### src/rtl/stream_accumulator_pkg.sv
// Shared definitions for stream_accumulator.
//   - state_e        : FSM state encoding (IDLE / ACCUM / OUTPUT)
//   - OP_ADD, OP_SUB : operation tag values carried on in_op
//   - signed_max/min : two's-complement extremes for a given width,
//                      returned in a 64-bit container (caller truncates)
// Optional build macro: STREAM_ACCUMULATOR_SATURATE_EN (used by the datapath core).

package stream_accumulator_pkg;

    typedef enum logic [1:0] {
        IDLE   = 2'd0,
        ACCUM  = 2'd1,
        OUTPUT = 2'd2
    } state_e;

    localparam logic OP_ADD = 1'b0;
    localparam logic OP_SUB = 1'b1;

    // +(2^(w-1) - 1), zero-extended to 64 bits
    function automatic logic [63:0] signed_max(input int unsigned w);
        logic [63:0] m;
        m = (64'd1 << (w - 1)) - 64'd1;
        return m;
    endfunction

    // -2^(w-1); only the low w bits are meaningful (1 followed by zeros)
    function automatic logic [63:0] signed_min(input int unsigned w);
        logic [63:0] m;
        m = 64'd1 << (w - 1);
        return m;
    endfunction

endpackage

### src/rtl/accum_addsub_core.sv
// Combinational signed add/subtract with overflow detection.
//   a   : accumulator operand (WIDTH)
//   b   : incoming operand (WIDTH)
//   op  : OP_ADD -> r = a + b, OP_SUB -> r = a - b
//   r   : result, modulo 2^WIDTH (clamped on overflow when saturating)
//   ovf : signed overflow of the true result
// Build macro STREAM_ACCUMULATOR_SATURATE_EN: when defined, an overflowing result
// is clamped to the signed extreme matching the sign of a.

module accum_addsub_core
    import stream_accumulator_pkg::*;
#(
    parameter int unsigned WIDTH = 16
) (
    input  logic [WIDTH-1:0] a,
    input  logic [WIDTH-1:0] b,
    input  logic             op,
    output logic [WIDTH-1:0] r,
    output logic             ovf
);

    localparam int unsigned MSB = WIDTH - 1;

    logic [WIDTH-1:0] b_eff;
    logic [WIDTH-1:0] sum;

    always_comb begin
        // Subtraction as a + ~b + 1; overflow is judged against the original b.
        b_eff = (op == OP_SUB) ? ~b : b;
        sum   = a + b_eff + {{(WIDTH-1){1'b0}}, op};
        if (op == OP_SUB) begin
            ovf = (a[MSB] != b[MSB]) && (sum[MSB] != a[MSB]);
        end else begin
            ovf = (a[MSB] == b[MSB]) && (sum[MSB] != a[MSB]);
        end
    end

`ifdef STREAM_ACCUMULATOR_SATURATE_EN
    logic [63:0] max_full;
    logic [63:0] min_full;

    always_comb begin
        max_full = signed_max(WIDTH);
        min_full = signed_min(WIDTH);
        r        = sum;
        // On overflow the true result always carries the sign of a.
        if (ovf) begin
            r = a[MSB] ? min_full[WIDTH-1:0] : max_full[WIDTH-1:0];
        end
    end
`else
    assign r = sum;
`endif

endmodule

### src/rtl/stream_accumulator.sv
// Signed stream accumulator with valid/ready handshakes.
// Folds a packet of add/sub-tagged operands into a running sum and presents one
// result per packet (closed by in_last) with a sticky overflow flag.
// Ports:
//   clk, rst_n                      : clock, asynchronous active-low reset
//   in_valid/in_ready/in_data/in_op/in_last : operand beat stream
//   out_valid/out_ready/out_data/out_overflow : result stream
//   busy                            : packet in progress (state != IDLE)
// Build macro STREAM_ACCUMULATOR_SATURATE_EN selects saturating arithmetic in
// accum_addsub_core; default is wrap-around.

module stream_accumulator
    import stream_accumulator_pkg::*;
#(
    parameter int unsigned WIDTH = 16
) (
    input  logic             clk,
    input  logic             rst_n,
    input  logic             in_valid,
    output logic             in_ready,
    input  logic [WIDTH-1:0] in_data,
    input  logic             in_op,
    input  logic             in_last,
    output logic             out_valid,
    input  logic             out_ready,
    output logic [WIDTH-1:0] out_data,
    output logic             out_overflow,
    output logic             busy
);

    state_e           state_q, state_d;
    logic [WIDTH-1:0] acc_q, acc_d;
    logic             sticky_q, sticky_d;
    logic [WIDTH-1:0] out_data_q, out_data_d;
    logic             out_ovf_q, out_ovf_d;

    logic [WIDTH-1:0] core_a;
    logic [WIDTH-1:0] core_r;
    logic             core_ovf;
    logic             xfer;

    assign in_ready  = (state_q != OUTPUT);
    assign out_valid = (state_q == OUTPUT);
    assign busy      = (state_q != IDLE);
    assign xfer      = in_valid && in_ready;

    // First beat of a packet always starts from zero.
    assign core_a = (state_q == IDLE) ? '0 : acc_q;

    accum_addsub_core #(
        .WIDTH (WIDTH)
    ) u_core (
        .a   (core_a),
        .b   (in_data),
        .op  (in_op),
        .r   (core_r),
        .ovf (core_ovf)
    );

    always_comb begin
        state_d    = state_q;
        acc_d      = acc_q;
        sticky_d   = sticky_q;
        out_data_d = out_data_q;
        out_ovf_d  = out_ovf_q;

        unique case (state_q)
            IDLE: begin
                if (xfer) begin
                    acc_d    = core_r;
                    sticky_d = core_ovf;
                    if (in_last) begin
                        state_d    = OUTPUT;
                        out_data_d = core_r;
                        out_ovf_d  = core_ovf;
                    end else begin
                        state_d = ACCUM;
                    end
                end
            end
            ACCUM: begin
                if (xfer) begin
                    acc_d    = core_r;
                    sticky_d = sticky_q | core_ovf;
                    if (in_last) begin
                        state_d    = OUTPUT;
                        out_data_d = core_r;
                        out_ovf_d  = sticky_q | core_ovf;
                    end
                end
            end
            OUTPUT: begin
                // Result registers hold until the handshake; only the
                // accumulation state is cleared for the next packet.
                if (out_ready) begin
                    state_d  = IDLE;
                    acc_d    = '0;
                    sticky_d = 1'b0;
                end
            end
            default: begin
                state_d  = IDLE;
                acc_d    = '0;
                sticky_d = 1'b0;
            end
        endcase
    end

    always_ff @(posedge clk or negedge rst_n) begin
        if (!rst_n) begin
            state_q    <= IDLE;
            acc_q      <= '0;
            sticky_q   <= 1'b0;
            out_data_q <= '0;
            out_ovf_q  <= 1'b0;
        end else begin
            state_q    <= state_d;
            acc_q      <= acc_d;
            sticky_q   <= sticky_d;
            out_data_q <= out_data_d;
            out_ovf_q  <= out_ovf_d;
        end
    end

    assign out_data     = out_data_q;
    assign out_overflow = out_ovf_q;

endmodule

### config.mk
export PLATFORM = sky130hd
export DESIGN_NAME = stream_accumulator
export DESIGN_NICKNAME = d
export VERILOG_FILES = /design/src/rtl/stream_accumulator_pkg.sv /design/src/rtl/accum_addsub_core.sv /design/src/rtl/stream_accumulator.sv
export SDC_FILE = /design/constraint.sdc
export NUM_CORES = 1
export LEC_CHECK = 0
export BUFFER_PORTS_ARGS = -buffer_cell sky130_fd_sc_hd__buf_4
export CAP_MARGIN = 20
export CORE_MARGIN = 5
export CORE_UTILIZATION = 50
export CTS_BUF_LIST = sky130_fd_sc_hd__clkbuf_4 sky130_fd_sc_hd__clkbuf_8
export DETAILED_ROUTE_END_ITERATION = 16
export GPL_ROUTABILITY_DRIVEN = 0
export PLACE_DENSITY_LB_ADDON = 0.05
export REMOVE_ABC_BUFFERS = 1
export SLEW_MARGIN = 20
export SYNTH_ARGS = -nofsm -noshare
export SYNTH_HDL_FRONTEND = slang
export SYNTH_HIERARCHICAL = 1
export SYNTH_SLANG_ARGS = --single-unit
### constraint.sdc
create_clock -name clk -period 5.7 [get_ports clk]
set_clock_uncertainty 0.05 [all_clocks]
set_input_delay 1.14 -clock clk [delete_from_list [all_inputs] [get_ports clk]]
set_output_delay 1.14 -clock clk [all_outputs]
set_load 0.03 [all_outputs]
# Word-level counts from Yosys, hierarchy flattened
# Cells that the tools add are included.
[classes]
add_sub_neg = 2
n_mul = 0
div = 0
order_cmp = 0
n_eq_ne = 12
shifts = 0
mux = 21
bitwise_logic = 2
reduce_logical = 12
[op_table]
columns = ["op", "count"]
rows = [
  ["2-to-1 mux 16 bit", 4],
  ["case mux 16 bit (2 select lines)", 1],
  ["adder 16 x 1 -> 16 bit", 1],
  ["adder 16 bit", 1],
  ["NOT 16 bit", 1],
  ["2-to-1 mux 2 bit", 5],
  ["inequality test 2 bit, second input constant", 5],
  ["2-to-1 mux 1 bit", 8],
  ["case mux 2 bit (3 select lines)", 1],
  ["AND reduction 3 bit", 2],
  ["AND reduction 5 bit", 1],
  ["inequality test 2 x 1 -> 1 bit, second input constant", 2],
  ["AND reduction 4 bit", 1],
  ["nonzero test 2 bit", 2],
  ["logical AND 1 bit", 3],
  ["case mux 1 bit (3 select lines)", 1],
  ["equality test 2 x 1 -> 1 bit, second input constant", 1],
  ["equality test 2 bit, second input constant", 1],
  ["zero test 2 bit", 1],
  ["inequality test 1 bit", 2],
  ["case mux 1 bit (2 select lines)", 1],
  ["AND reduction 2 bit", 1],
  ["OR reduction 2 bit", 1],
  ["equality test 1 bit", 1],
  ["OR 1 bit", 1],
]
[word_totals]
register_bits = 36
latch_bits = 0
mem_bits_rw = 0
rom_bits = 0
input_bits = 22
output_inout_bits = 20
elab_cells = 54
mem_count = 0

# Logic depth before layout (Yosys ltp)
[depth]
depth_word = 11
depth_mapped = 12
depth_no_buf = 12

# Cells and area by module
# Netlist, hierarchy kept.
[modules_own_cells]
columns = ["mod", "instances", "cells_per_inst", "area_per_inst_um2", "seq_area_each_um2"]
rows = [
  ["stream_accumulator", 1, 124, 1686.6, 900.9],
  ["accum_addsub_core", 1, 113, 875.8, 0.0],
]

# Worst setup path before layout
# No wires, ideal clock.
[synth_path]
kind = "input-to-reg"
from = "input in_op"
to = "register out_data_q[14] (netlist: out_data[14])"
setup_time_ns = 0.128
arrival_ns = 3.432
t_required_ns = 5.522
setup_slack_ns = 2.090
cell_stages = 11
n_path_buf = 2
cell_sequence = "buf_6 -> clkbuf_1 -> xor2_1 -> ha_1 -> a21o_1 -> a21oi_1 -> a31oi_1 -> o31ai_1 -> a31oi_1 -> xor2_1 -> mux2_1"
[synth_via]
elab_chain_cells = 3
[synth_rtl]
columns = ["element", "line_no", "source"]
rows = [
  ["from (decl)", "stream_accumulator.sv:22", "input logic in_op,"],
  ["2-to-1 mux 16 bit", "accum_addsub_core.sv:29", "b_eff = (op == OP_SUB) ? ~b : b;"],
  ["adder 16 bit", "accum_addsub_core.sv:30", "sum = a + b_eff + {{(WIDTH-1){1'b0}}, op};"],
  ["adder 16 x 1 -> 16 bit (*)", "accum_addsub_core.sv:30", ""],
  ["net core_r[14]", "stream_accumulator.sv:38", "logic [WIDTH-1:0] core_r;"],
  ["to (signal assigned)", "stream_accumulator.sv:120", "out_data_q <= out_data_d;"],
  ["to (decl)", "stream_accumulator.sv:34", "logic [WIDTH-1:0] out_data_q, out_data_d;"],
]
# Mark *: on every way through the listed nets, which the timed path passes. The rest lies on a longest branch.
# A chain may end at the register's enable or synchronous reset.

# Worst setup path in the final report
[layout_path]
from = "register state_q[1]"
to = "register out_data_q[14] (netlist: out_data[14])"
[layout_via]
elab_chain_cells = 4
word_cells_on_any_way = 9
classes_between = "2 x add/sub; 2 x eq/ne; 1 x mux; 4 x reduce/logical"
[layout_rtl]
columns = ["element", "line_no", "source"]
rows = [
  ["from (decl)", "stream_accumulator.sv:31", "state_e state_q, state_d;"],
  ["from (signal assigned)", "stream_accumulator.sv:117", "state_q <= state_d;"],
  ["zero test 2 bit", "stream_accumulator.sv:48", "assign core_a = (state_q == IDLE) ? '0 : acc_q;"],
  ["2-to-1 mux 16 bit", "stream_accumulator.sv:48", ""],
  ["net core_a[0]", "stream_accumulator.sv:37", "logic [WIDTH-1:0] core_a;"],
  ["adder 16 bit", "accum_addsub_core.sv:30", ""],
  ["adder 16 x 1 -> 16 bit", "accum_addsub_core.sv:30", ""],
  ["net core_r[14]", "stream_accumulator.sv:38", ""],
]
# The timed path passes the listed nets, and every way through them passes these cells.

==> impl_metrics.ini <==
[layout]
drive_gt1_frac = 0.280
multi_input_area_sq_um = 1570
final_cells = 349
antennaDiodeCount = 0
layout.nets = 316
seqCellArea_sq_um = 901
fillers = 452
fin_util = 0.595
syn2layout_area_growth_pct = 17.1

[power]
irDropWorstVdd_mv = 0.288
leakagePower_nw = 1.48
p_per_area_nw_per_um2 = 469

[global_routing]
grt_pass1_vias = 1801
gr-usage-met3 = 0.0340
use_met2 = 0.278
use_met1 = 0.238
overflow = 0
grt_use_total = 0.173
grt_busiest_layer = met2
antenna_found_initial = 0
grt_max_degree = 37
grt_first_pass_wirelength_mm = 8.86

[place]
port_buffers = 41
dp_hpwl_mm = 3.79
post-place-cells = 341
place_ws_ps = 2030

[yosys]
yosysUniqueCellTypes = 49
synthCells = 237
synth-seq-cells = 36
synth-edff-count = 0
netlist_area_sq_um = 2560
ys_seq_area_frac = 0.352
synthFlopType = dfrtp_1
synth_async_sr_flop_share = 1.00
ys_warn_count = 6
synth_area_per_cell_sq_um = 10.8

[cts]
numCtsBuffers = 5
ctsHoldBuffers = 0
worstSkewPairLatency_ps = 290
cts_sinks = 36
ctsResizeCount = 0
clk_path_buf_depth = 2
cts_tree = yes
post-cts-setup-buffers = 0
htreeDepth = 2
cts_root_buf = clkbuf_8
clk_pin_slew_ps = 80

[worst_setup_path]
cp_common_cell = a31oi_1
cp.arrival_ps = 3780
slowest_stage = dfrtp_1
required_ps = 5830
critical_path.max_stage_delay_ps = 680
path_cells = nor2_1 -> buf_4 -> and2b_1 -> mux2i_2 -> fa_1 -> nor2b_1 -> o2111ai_1 -> a31oi_1 -> o31ai_1 -> a31oi_1 -> xor2_1 -> mux2_1
endpoint_kind = flop
crit_buf_inv = 1
path_class = flop to flop
critPathMaxFanout = 24
cp-start-kind = flop
crit_family = compound AO/OA/AOI/OAI gates

[timing]
finalSetupViolCount = 0
fin_tns_setup_ps = 0
rsz0062_at_grt = false
maxSlewViolCount = 0
worst_slack_ps = 2050
hold_ws_ps = 441
final.min_clock_period_ps = 3650
worst_pin_slew_ps = 815
max_freq_mhz = 274
max-slew-margin-rel = 0.457
finalCritPeriodShare = 0.640
hold_viol_final = 0

[outcome]
status = finished, final reports clean

[detailed_routing]
dr.pass1.iters = 4
antenna_left = 0
drtIter0Drc = 53
vias = 1875
wl_mm = 5.30
via_per_inst = 5.37
wl_per_cell_um = 15.2
drc = 0

[die]
boundaryPins = 42
placementRows = 26
die_area_sq_um = 6660
start_util = 0.508
die_x_um = 81.6
die_y_um = 81.6
core_sq_um = 5040

[worst_hold_path]
hp-class = flop to flop

[run]
cap_violations = 0
per-stage QoR:
step / cell area [sq um] / power (mW)
after floorplan: 2500 / 1.00
after CTS: 3000 / 1.42
final: 3000 / 1.41
after global routing: 3000 / 1.52
after global placement: 2910 / 1.23
after detailed placement: 2910 / 1.24
layout make-up:
cell class	count	area share
clock buffers	5	0.0229
inverters	8	0.0100
flip-flops and latches	36	0.300
multi-input cells	184	0.524
clock inverters	3	0.00626
repair buffers	43	0.108
well taps	70	0.0292
worst paths after layout:
check | from | to | slack (ps) | cells past startpoint
max reg2reg | state_q[1]$_DFFE_PN0P_ | out_data[14]$_DFFE_PN0P_ | 2050 | 12
min | out_data[7]$_DFFE_PN0P_ | out_data[7]$_DFFE_PN0P_ | 440 | 1
max in group asynchronous | rst_n | acc_q[2]$_DFFE_PN0P_ | 4520 | 1
max | state_q[1]$_DFFE_PN0P_ | out_data[14]$_DFFE_PN0P_ | 2050 | 12
min reg2reg | out_data[7]$_DFFE_PN0P_ | out_data[7]$_DFFE_PN0P_ | 440 | 1
min in group asynchronous | rst_n | out_data[13]$_DFFE_PN0P_ | 750 | 1
sequential cells by signal (all words and copies together) (netlist names):
register / count
out_data: 16
state_q: 2
out_overflow: 1
acc_q: 16
sticky_q: 1
per-layer routing:
metal | wire, um | part of all wire
met2 | 2440 | 0.46
met1 | 2560 | 0.48
met5 | 0 | 0
met4 | 65 | 0.012
met3 | 236 | 0.045
synthesized netlist by cell type (all sizes together), types with 2 or more instances:
| master | number | area share |
|---|---|---|
| ha | 15 | 0.073 |
| a21o | 3 | 0.0088 |
| a211oi | 2 | 0.0059 |
| a31oi | 2 | 0.0049 |
| clkbuf | 2 | 0.0029 |
| nor2 | 9 | 0.013 |
| nand2 | 9 | 0.013 |
| and2 | 2 | 0.0049 |
| inv | 8 | 0.012 |
| and2b | 18 | 0.059 |
| mux2 | 16 | 0.070 |
| nand3 | 2 | 0.0039 |
| o21ai | 7 | 0.015 |
| buf | 7 | 0.021 |
| mux2i | 19 | 0.076 |
| xnor2 | 5 | 0.017 |
| xor2 | 23 | 0.079 |
| o21a | 3 | 0.012 |
| dfrtp | 36 | 0.35 |
| o2bb2ai | 17 | 0.058 |
| nand3b | 2 | 0.011 |
| a21oi | 11 | 0.021 |
cells in the final DEF, fill, tap and decap left out, types with 2 or more instances in the layout:
master,Yosys,routed
buf_4,2,43
dfrtp_1,36,36
xor2_1,23,23
mux2i_1,18,18
o2bb2ai_1,17,17
ha_1,15,15
and2b_2,12,12
a21oi_1,11,11
nor2_1,9,9
nand2_1,9,9
inv_1,8,8
mux2_1,8,8
mux2_2,8,8
and2b_1,6,6
o21ai_0,6,6
clkbuf_8,0,5
xnor2_1,5,5
a21o_1,3,3
a211oi_1,2,2
clkinv_2,0,2
and2_1,2,2
o21a_1,2,2
a31oi_1,2,2
nand3_1,2,2
power by group:
part	internal, mW	switching (mW)
Sequential	0.373	0.0720
Combinational	0.348	0.435
Clock	0.0852	0.0948
cell families (layout without fill, tap and decap cells):
group,count (synthesis),count (layout),synth area share
xor+xnor,28,28,0.0957
fa+ha+maj,16,16,0.0811
buf+inv,17,59,0.0352
simple gates,50,50,0.128
mux,35,35,0.146
flops,36,36,0.352
compound gates,55,55,0.163
No activity file was read; power rests on OpenSTA's default activity.
